==> src/rtl/control_word_feeder_if.sv <==
// Word-input handshake for control_word_feeder.
// Valid/ready: the slave accepts a word on a rising edge where In_Valid && In_Ready; the
// master holds In_Word stable with In_Valid high until that edge, and In_Ready never depends on In_Valid.
interface control_word_feeder_if;
  logic        In_Valid;
  logic        In_Ready;
  logic [39:0] In_Word;

  modport master (output In_Valid, output In_Word, input In_Ready);
  modport slave  (input In_Valid, input In_Word, output In_Ready);
endinterface

==> src/rtl/control_word_feeder.sv <==
// FIFO-buffered control-word issuer for ALUSystem, metered by a run/halt state machine.
// Optional macro CWF_SINGLE_STEP_EN adds a Step input that gates each issue in RUN.
module control_word_feeder #(
  parameter int          DEPTH     = 4,
  parameter logic [39:0] IDLE_WORD = 40'h00_0000_0020,
  localparam int         AW        = $clog2(DEPTH),
  localparam int         LW        = AW + 1
) (
  input  logic                Clock,
  input  logic                Reset,
  control_word_feeder_if.slave in_if,
  input  logic                Run,
  input  logic                Clear,
`ifdef CWF_SINGLE_STEP_EN
  input  logic                Step,
`endif
  output logic                Halted,
  output logic [15:0]         Issued_Count,
  output logic [LW-1:0]       Level,
  output logic [1:0]          Dbg_State,
  output logic                Operation,
  output logic [1:0]          RF_OutASel,
  output logic [1:0]          RF_OutBSel,
  output logic [1:0]          RF_FunSel,
  output logic [3:0]          RF_RSel,
  output logic [3:0]          RF_TSel,
  output logic [3:0]          ALU_FunSel,
  output logic [1:0]          ARF_OutASel,
  output logic [1:0]          ARF_OutBSel,
  output logic [1:0]          ARF_FunSel,
  output logic [3:0]          ARF_RSel,
  output logic                IR_LH,
  output logic                IR_Enable,
  output logic [1:0]          IR_Funsel,
  output logic                Mem_WR,
  output logic                Mem_CS,
  output logic [1:0]          MuxASel,
  output logic [1:0]          MuxBSel,
  output logic                MuxCSel
);

  typedef enum logic [1:0] {
    ST_IDLE   = 2'd0,
    ST_RUN    = 2'd1,
    ST_HALTED = 2'd2
  } state_t;

  state_t          state_q, state_d;
  logic [39:0]     mem_q [DEPTH];
  logic [AW-1:0]   wr_ptr_q, wr_ptr_d;
  logic [AW-1:0]   rd_ptr_q, rd_ptr_d;
  logic [LW-1:0]   level_q, level_d;
  logic [15:0]     count_q, count_d;
  logic [39:0]     word_q, word_d;

  logic            full, empty, push, pop, step_ok;
  logic [39:0]     head_word;

  assign full      = (level_q == LW'(DEPTH));
  assign empty     = (level_q == '0);
  assign head_word = mem_q[rd_ptr_q];

`ifdef CWF_SINGLE_STEP_EN
  assign step_ok = Step;
`else
  assign step_ok = 1'b1;
`endif

  // Push decision uses the registered full flag only, so a pop never opens a same-cycle push.
  assign push = in_if.In_Valid && !full && !Clear;
  assign pop  = (state_q == ST_RUN) && !empty && step_ok && !Clear;

  always_comb begin
    state_d  = state_q;
    wr_ptr_d = wr_ptr_q;
    rd_ptr_d = rd_ptr_q;
    level_d  = level_q;
    count_d  = count_q;
    word_d   = IDLE_WORD;

    if (Clear) begin
      state_d  = ST_IDLE;
      wr_ptr_d = '0;
      rd_ptr_d = '0;
      level_d  = '0;
      count_d  = '0;
    end else begin
      unique case (state_q)
        ST_IDLE:   if (Run) state_d = ST_RUN;
        ST_RUN: begin
          // A halting word is still issued; halt wins over a simultaneous Run drop.
          if (pop && head_word[39]) state_d = ST_HALTED;
          else if (!Run)            state_d = ST_IDLE;
        end
        ST_HALTED: state_d = ST_HALTED;
        default:   state_d = ST_IDLE;
      endcase

      if (push) wr_ptr_d = wr_ptr_q + AW'(1);
      if (pop) begin
        rd_ptr_d = rd_ptr_q + AW'(1);
        word_d   = head_word;
        if (count_q != 16'hFFFF) count_d = count_q + 16'd1;
      end
      level_d = level_q + LW'(push) - LW'(pop);
    end
  end

  always_ff @(posedge Clock or negedge Reset) begin
    if (!Reset) begin
      state_q  <= ST_IDLE;
      wr_ptr_q <= '0;
      rd_ptr_q <= '0;
      level_q  <= '0;
      count_q  <= '0;
      word_q   <= IDLE_WORD;
    end else begin
      state_q  <= state_d;
      wr_ptr_q <= wr_ptr_d;
      rd_ptr_q <= rd_ptr_d;
      level_q  <= level_d;
      count_q  <= count_d;
      word_q   <= word_d;
    end
  end

  always_ff @(posedge Clock) begin
    if (push) mem_q[wr_ptr_q] <= in_if.In_Word;
  end

  assign in_if.In_Ready = !full;
  assign Halted         = (state_q == ST_HALTED);
  assign Issued_Count   = count_q;
  assign Level          = level_q;
  assign Dbg_State      = state_q;

  assign Operation   = word_q[39];
  assign RF_OutASel  = word_q[38:37];
  assign RF_OutBSel  = word_q[36:35];
  assign RF_FunSel   = word_q[34:33];
  assign RF_RSel     = word_q[32:29];
  assign RF_TSel     = word_q[28:25];
  assign ALU_FunSel  = word_q[24:21];
  assign ARF_OutASel = word_q[20:19];
  assign ARF_OutBSel = word_q[18:17];
  assign ARF_FunSel  = word_q[16:15];
  assign ARF_RSel    = word_q[14:11];
  assign IR_LH       = word_q[10];
  assign IR_Enable   = word_q[9];
  assign IR_Funsel   = word_q[8:7];
  assign Mem_WR      = word_q[6];
  assign Mem_CS      = word_q[5];
  assign MuxASel     = word_q[4:3];
  assign MuxBSel     = word_q[2:1];
  assign MuxCSel     = word_q[0];

endmodule

==> src/flat_wrapper.sv <==
// flat-port wrapper written by rule: the top's interface ports become plain ports
module control_word_feeder_flat 
#(
  parameter int          DEPTH     = 4,
  parameter logic [39:0] IDLE_WORD = 40'h00_0000_0020,
  localparam int         AW        = $clog2(DEPTH),
  localparam int         LW        = AW + 1
)
  (Clock, Reset, Run, Clear, Halted, Issued_Count, Level, Dbg_State, Operation, RF_OutASel, RF_OutBSel, RF_FunSel, RF_RSel, RF_TSel, ALU_FunSel, ARF_OutASel, ARF_OutBSel, ARF_FunSel, ARF_RSel, IR_LH, IR_Enable, IR_Funsel, Mem_WR, Mem_CS, MuxASel, MuxBSel, MuxCSel, in_if_In_Valid, in_if_In_Word, in_if_In_Ready);
  control_word_feeder_if in_if_i ();
  input  logic Clock;
  input  logic Reset;
  input  logic Run;
  input  logic Clear;
  output logic Halted;
  output logic [15:0] Issued_Count;
  output logic [LW-1:0] Level;
  output logic [1:0] Dbg_State;
  output logic Operation;
  output logic [1:0] RF_OutASel;
  output logic [1:0] RF_OutBSel;
  output logic [1:0] RF_FunSel;
  output logic [3:0] RF_RSel;
  output logic [3:0] RF_TSel;
  output logic [3:0] ALU_FunSel;
  output logic [1:0] ARF_OutASel;
  output logic [1:0] ARF_OutBSel;
  output logic [1:0] ARF_FunSel;
  output logic [3:0] ARF_RSel;
  output logic IR_LH;
  output logic IR_Enable;
  output logic [1:0] IR_Funsel;
  output logic Mem_WR;
  output logic Mem_CS;
  output logic [1:0] MuxASel;
  output logic [1:0] MuxBSel;
  output logic MuxCSel;
  input wire logic [$bits(in_if_i.In_Valid)-1:0] in_if_In_Valid;
  input wire logic [$bits(in_if_i.In_Word)-1:0] in_if_In_Word;
  output wire logic [$bits(in_if_i.In_Ready)-1:0] in_if_In_Ready;
  assign in_if_i.In_Valid = in_if_In_Valid;
  assign in_if_i.In_Word = in_if_In_Word;
  assign in_if_In_Ready = in_if_i.In_Ready;
  control_word_feeder #(.DEPTH(DEPTH), .IDLE_WORD(IDLE_WORD)) u_core (.Clock(Clock), .Reset(Reset), .in_if(in_if_i), .Run(Run), .Clear(Clear), .Halted(Halted), .Issued_Count(Issued_Count), .Level(Level), .Dbg_State(Dbg_State), .Operation(Operation), .RF_OutASel(RF_OutASel), .RF_OutBSel(RF_OutBSel), .RF_FunSel(RF_FunSel), .RF_RSel(RF_RSel), .RF_TSel(RF_TSel), .ALU_FunSel(ALU_FunSel), .ARF_OutASel(ARF_OutASel), .ARF_OutBSel(ARF_OutBSel), .ARF_FunSel(ARF_FunSel), .ARF_RSel(ARF_RSel), .IR_LH(IR_LH), .IR_Enable(IR_Enable), .IR_Funsel(IR_Funsel), .Mem_WR(Mem_WR), .Mem_CS(Mem_CS), .MuxASel(MuxASel), .MuxBSel(MuxBSel), .MuxCSel(MuxCSel));
endmodule
==> config.mk <==
export PLATFORM = sky130hd
export DESIGN_NAME = control_word_feeder_flat
export DESIGN_NICKNAME = d
export VERILOG_FILES = /design/src/rtl/control_word_feeder_if.sv /design/src/rtl/control_word_feeder.sv /design/src/flat_wrapper.sv
export SDC_FILE = /design/constraint.sdc
export NUM_CORES = 1
export LEC_CHECK = 0
export ABC_AREA = 1
export CORE_ASPECT_RATIO = 0.75
export CORE_UTILIZATION = 50
export DETAILED_ROUTE_END_ITERATION = 8
export GPL_ROUTABILITY_DRIVEN = 0
export HOLD_SLACK_MARGIN = 0.05
export PLACE_DENSITY = 0.84
export SYNTH_ARGS = -nofsm -noshare
export SYNTH_HDL_FRONTEND = slang
export SYNTH_SLANG_ARGS = --single-unit
==> constraint.sdc <==
create_clock -name Clock -period 3.5 [get_ports Clock]
set_input_delay 1.05 -clock Clock [delete_from_list [all_inputs] [get_ports Clock]]
set_output_delay 1.05 -clock Clock [all_outputs]
set_load 0.1 [all_outputs]
# [Word level (Yosys, flattened, before mapping)]
# Memory sizes are Yosys's and may differ from the RTL's.
# Cells that the tools add are included.
[word_totals] rom_bits=0 output_inout_bits=63 elab_cells=50 ram_bits=160 regBits=65 latch_bits=0 inputBits=45 n_memories=1
[classes] div=0 n_bitwise=0 addsub=5 magnitude_cmp=0 reduce_logical=15 n_eq_ne=6 shift=0 muxes=17 n_mul=0
[memory_table] name="u_core.mem_q" depth=4 width=40 rd=1 rd_clocked_by_memory_dff=0 write_ports=1 line_no="control_word_feeder.sv:49" text="logic [39:0] mem_q [DEPTH];"
[op_table] cell="two-way mux 40 bit" n=2
[op_table] cell="two-way mux 16 bit" n=3
[op_table] cell="adder 16 x 1 -> 16 bit (second input constant)" n=1
[op_table] cell="two-way mux 2 bit" n=8
[op_table] cell="!= test 16 bit (second input constant)" n=1
[op_table] cell="one-hot mux 2 bit (3 select lines)" n=1
[op_table] cell="nonzero test 2 bit" n=3
[op_table] cell="logical AND 1 bit" n=5
[op_table] cell="adder 2 x 1 -> 2 bit (second input constant)" n=2
[op_table] cell="!= test 4 bit (second input constant)" n=1
[op_table] cell="AND reduction 2 bit" n=2
[op_table] cell="adder 3 x 1 -> 3 bit" n=1
[op_table] cell="== test 3 bit (second input constant)" n=1
[op_table] cell="logical NOT 1 bit" n=3
[op_table] cell="logical NOT 3 bit" n=1
[op_table] cell="two-way mux 3 bit" n=1
[op_table] cell="!= test 3 bit (second input constant)" n=1
[op_table] cell="subtractor 3 x 1 -> 3 bit" n=1
[op_table] cell="== test 2 x 1 -> 1 bit (second input constant)" n=1
[op_table] cell="== test 2 bit (second input constant)" n=1
[op_table] cell="logical NOT 2 bit" n=1
[op_table] cell="two-way mux 1 bit" n=2

# [Depth between registers and ports, before layout]
[depth] ltp_word=8 depth_mapped=11 ltp_nobuf=11

# [Least setup slack after synthesis]
# OpenSTA, ideal clock, no wires.
[synth_timing] path_kind="flip-flop to flip-flop" start="register u_core.level_q[0] (netlist: u_core.Level[0])" end="memory u_core.mem_q[0][0], enable pin" required_time_ns=3.062 path_stages_with_launch=5 synth_period_minus_slack_ns=4.437 path_slack_ns=-0.937 path_buffers=0 arrival_time_ns=4.000 setup_time_ns=0.438 path_cell_list="dfrtp_1 inv_1 nand3_1 nand3_1 nor2_1"
[synth_via] elab_chain_len=6
[synth_lines] element="from (decl)" line_no="control_word_feeder.sv:52" text="logic [LW-1:0] level_q, level_d;"
[synth_lines] element="from (signal assigned)" line_no="control_word_feeder.sv:121" text="level_q <= level_d;"
[synth_lines] element="== test 3 bit" line_no="control_word_feeder.sv:59" text="assign full = (level_q == LW'(DEPTH));"
[synth_lines] element="logical NOT 1 bit"
[synth_lines] element="named net in_if_In_Ready" line_no="flat_wrapper.sv:40" text="output wire logic [$bits(in_if_i.In_Ready)-1:0] in_if_In_Ready;"
[synth_lines] element="logical AND 1 bit (2 in series)" line_no="control_word_feeder.sv:70" text="assign push = in_if.In_Valid && !full && !Clear;"
[synth_lines] element="two-way mux 1 bit" line_no="control_word_feeder.sv:128" text="if (push) mem_q[wr_ptr_q] <= in_if.In_Word;"
[synth_lines] element="two-way mux 1 bit (not written as such)" line_no="control_word_feeder.sv:128"
[synth_lines] element="to (decl)" line_no="control_word_feeder.sv:49"
# The timed path passes the listed nets, and every way through them passes these cells.

# [Final worst setup path]
[layout_timing] start="register u_core.level_q[1] (netlist: u_core.Level[1])" end="output in_if_In_Ready"
[layout_via] elab_chain_len=2
[layout_lines] element="== test 3 bit" line_no="control_word_feeder.sv:59"
[layout_lines] element="logical NOT 1 bit" line_no="control_word_feeder.sv:131" text="assign in_if.In_Ready = !full;"
[layout_lines] element="to (decl)" line_no="flat_wrapper.sv:40"
# Every way passes these cells.

==> flow_summary.yaml <==
logic_synthesis:
  synth_edf_count: 160
  synth_compound_gate_area_share_pct: 8.195
  synthCells: 736
  synthAdderAreaFrac_pct: 1.217
  synth_area_leaders: "edfxtp_1, dfrtp_1, nor2_1, o21ai_0, nand2_1"
  synth_xor_area_share_pct: 0.5945
  synth-simple-area-share_pct: 13.62
  synth_top_family_by_area: "simple AND/OR/NAND/NOR gates"
  synth_mux_area_share_pct: 0
  ys.warnings.count: 0
  synth.distinct_cells: 32
  synth_top_area_share_pct: 54.35
  yosysMostFrequentCell: "nor2_1"
  ys_seq_area_share_pct: 72.77
  synth.top_cells.by_count: "nor2_1, edfxtp_1, o21ai_0"
  syn_nets: 789
  netlist_area_mm2: 0.008840
  async_flop_share_pct: 28.89
  synth_largest_area_cell: "edfxtp_1"
  syn-mean-instance-area_um2: 12.01
  ys.flop_type: "edfxtp_1"
  synth_seq_cells: 225
critical_path:
  crit_chain: "inv_1 -> nand3_2 -> buf_4"
  slowest_stage: "dfrtp_1"
  critPathArrivalTime_ps: 1450
  cp_top_family: "flip-flops"
  startpoint_type: "register"
  r2r-start: "u_core.rd_ptr_q[0]$_DFFE_PN0P_"
  cp.required_ps: 2450
  cpPeakStageDelay_ps: 450
  path_class: "register to primary output"
  critPathCaptureType: "primary output"
  r2r_slack_ps: 1160
  cp_num_cells: 3
  r2r_cells: 4
  path_buf_inv: 2
  critPathMaxFanout: 4
  worst_r2r_endpoint: "u_core.word_q[8]$_DFF_PN0_"
cts:
  cts_buffers: 22
  clkTransAtPathRegs_ps: 70
  cts-root-buf: "clkbuf_16"
  postCtsSetupBuffers: 0
  hold_buffers: 0
  cts_tree: "built"
  clock_path_buffers: 3
  htreeDepth: 1
  cts.sinks: 225
  ctsResizeCount: 0
  clk_latency_ps: 500
cells_and_area:
  fin_nets: 903
  drive_gt1_share_pct: 17.32
  fin_cells: 1102
  n_antenna_cell: 0
  area_delta_synth_final_pct: 21.77
placement:
  place_inst: 1062
  hpwl_um: 11320
  port_buffers: 107
timing:
  period_minus_slack_ps: 2496
  period_share_pct: 71.31
  hold_ws_ps: 532.5
  final-hold-violation-count: 0
  grt_setup_unrepaired: "false"
  fin_skew_ps: 13.70
  drv_slew: 0
  tns_ps: 0
  slew_headroom_pct: 40.43
  max_freq_mhz: 400.7
  finalSetupViolations: 0
  tightest_slew_ps: 893.5
power:
  pwr-share-clk_pct: 36.3
  switching_share_pct: 28.24
  netSwitchingPower_w: 0.001817
  power_frac_comb_pct: 15.5
  total_power_w: 0.006434
  seqPwrFrac_pct: 48.2
  p_leak_nw: 4.234
  powerDensity_mw_per_mm2: 597.8
  ir_drop_mv: 0.3790
  internal_power_w: 0.004617
floorplan:
  io-pin-count: 108
  dieArea_mm2: 0.01822
  die_h_um: 117.2
  fp.dieW_um: 155.5
  start_util_pct: 51.90
  core_mm2: 0.01703
  rows: 41
grt:
  grt_max_degree: 66
  antenna_found_initial: 0
  first_global_vias: 5596
  grt_first_pass_wirelength_um: 29440
  grt_usage_pct: 21.32
  overflow: 0
routing:
  via_count: 5863
  drt_iter0_markers: 523
  vias_per_cell: 5.320
  antenna_left: 0
  wirelength_um: 19150
  wire_per_inst_um: 17.37
  drc_errors: 0
  first_pass_iters: 4
worst_hold_path:
  hold_class: "register to register"
  min_to: "u_core.word_q[26]$_DFF_PN0_"
  min_from: "u_core.mem_q[3][26]$_DFFE_PP_"
  min_path_cells: 2
status:
  status: "complete, no violations"
job:
  drv_cap: 0
power groups by stage:
stage	Sequential, W	Clock, W	Combinational, W
finish	0.00310	0.00233	0.000996
global route	0.00311	0.00246	0.00108
detailed placement	0.00316	0	0.000991
floorplan	0.00342	0	0.000433
global placement	0.00315	0	0.000969
CTS	0.00310	0.00235	0.00100
per-stage QoR:
| step | setup slack, ps | utilization, % | cell area, um2 |
|---|---|---|---|
| floorplan | 85.83 | - | 8875 |
| global placement | 616.5 | 59.02 | 10050 |
| detailed placement | 580.0 | 59.02 | 10050 |
| CTS | 995.0 | 63.20 | 10760 |
| global route | 933.6 | 63.20 | 10760 |
| finish | 1004 | 63.20 | 10760 |
sequential cells by signal (all words and copies together), names as in the netlist:
name                 count
u_core.wr_ptr_q          2
u_core.rd_ptr_q          2
u_core.Issued_Count     16
u_core.mem_q           160
u_core.Dbg_State         2
u_core.Level             3
u_core.word_q           40
layer usage:
metal,vias to the layer above,wire [um],global-route usage [%]
met3,41,1104,3.314
met4,0,468,6.209
met5,-,0,0
met1,2857,8317,29.36
li1,2737,-,-
met2,228,9255,35.75
tightest hold or removal path, delay by kind of cell (launching register included):
family | cells | cell delay, ps
flops | 1 | 320
compound gates | 2 | 180
worst max-delay path by stage:
stage                                    start                         to
2_1_floorplan  u_core.Dbg_State[1]$_DFFE_PN0P_                     Halted
3_3_place_gp                             Clear  u_core.Level[2]$_DFF_PN0_
3_5_place_dp                             Clear  u_core.Level[2]$_DFF_PN0_
4_1_cts              u_core.Level[1]$_DFF_PN0_             in_if_In_Ready
5_1_grt              u_core.Level[1]$_DFF_PN0_             in_if_In_Ready
6_report             u_core.Level[1]$_DFF_PN0_             in_if_In_Ready
cell usage in the layout, fill, tap and decap left out, types with 4 or more instances in the layout:
| cell | n |
|---|---|
| o21ai_1 | 4 |
| dfrtp_1 | 62 |
| nand2_2 | 5 |
| clkbuf_16 | 23 |
| inv_1 | 32 |
| inv_2 | 4 |
| a21oi_1 | 40 |
| xor2_1 | 5 |
| nor2_4 | 6 |
| ha_1 | 7 |
| clkinv_2 | 6 |
| buf_4 | 79 |
| edfxtp_1 | 160 |
| o21ai_0 | 85 |
| clkdlybuf4s50_1 | 43 |
| nand2_1 | 60 |
| nand4_1 | 6 |
| nand3_1 | 20 |
| nor2_1 | 182 |
| o21ai_2 | 8 |
| clkbuf_1 | 4 |
cells by family after synthesis:
| group | Yosys count |
|---|---|
| xor+xnor | 6 |
| flops | 225 |
| fa+ha+maj | 8 |
| buf+inv | 70 |
| simple gates | 289 |
| compound gates | 138 |
cell type report:
type | instances | area (um2)
Clock buffer | 27 | 590.6
Clock inverter | 13 | 121.4
Fill cell | 1297 | 6267
Inverter | 36 | 135.1
Multi-Input combinational cell | 441 | 2123
Sequential cell | 225 | 6435
Tap cell | 236 | 295.3
Timing Repair Buffer | 124 | 1064
(Power assumes the default switching activity.)
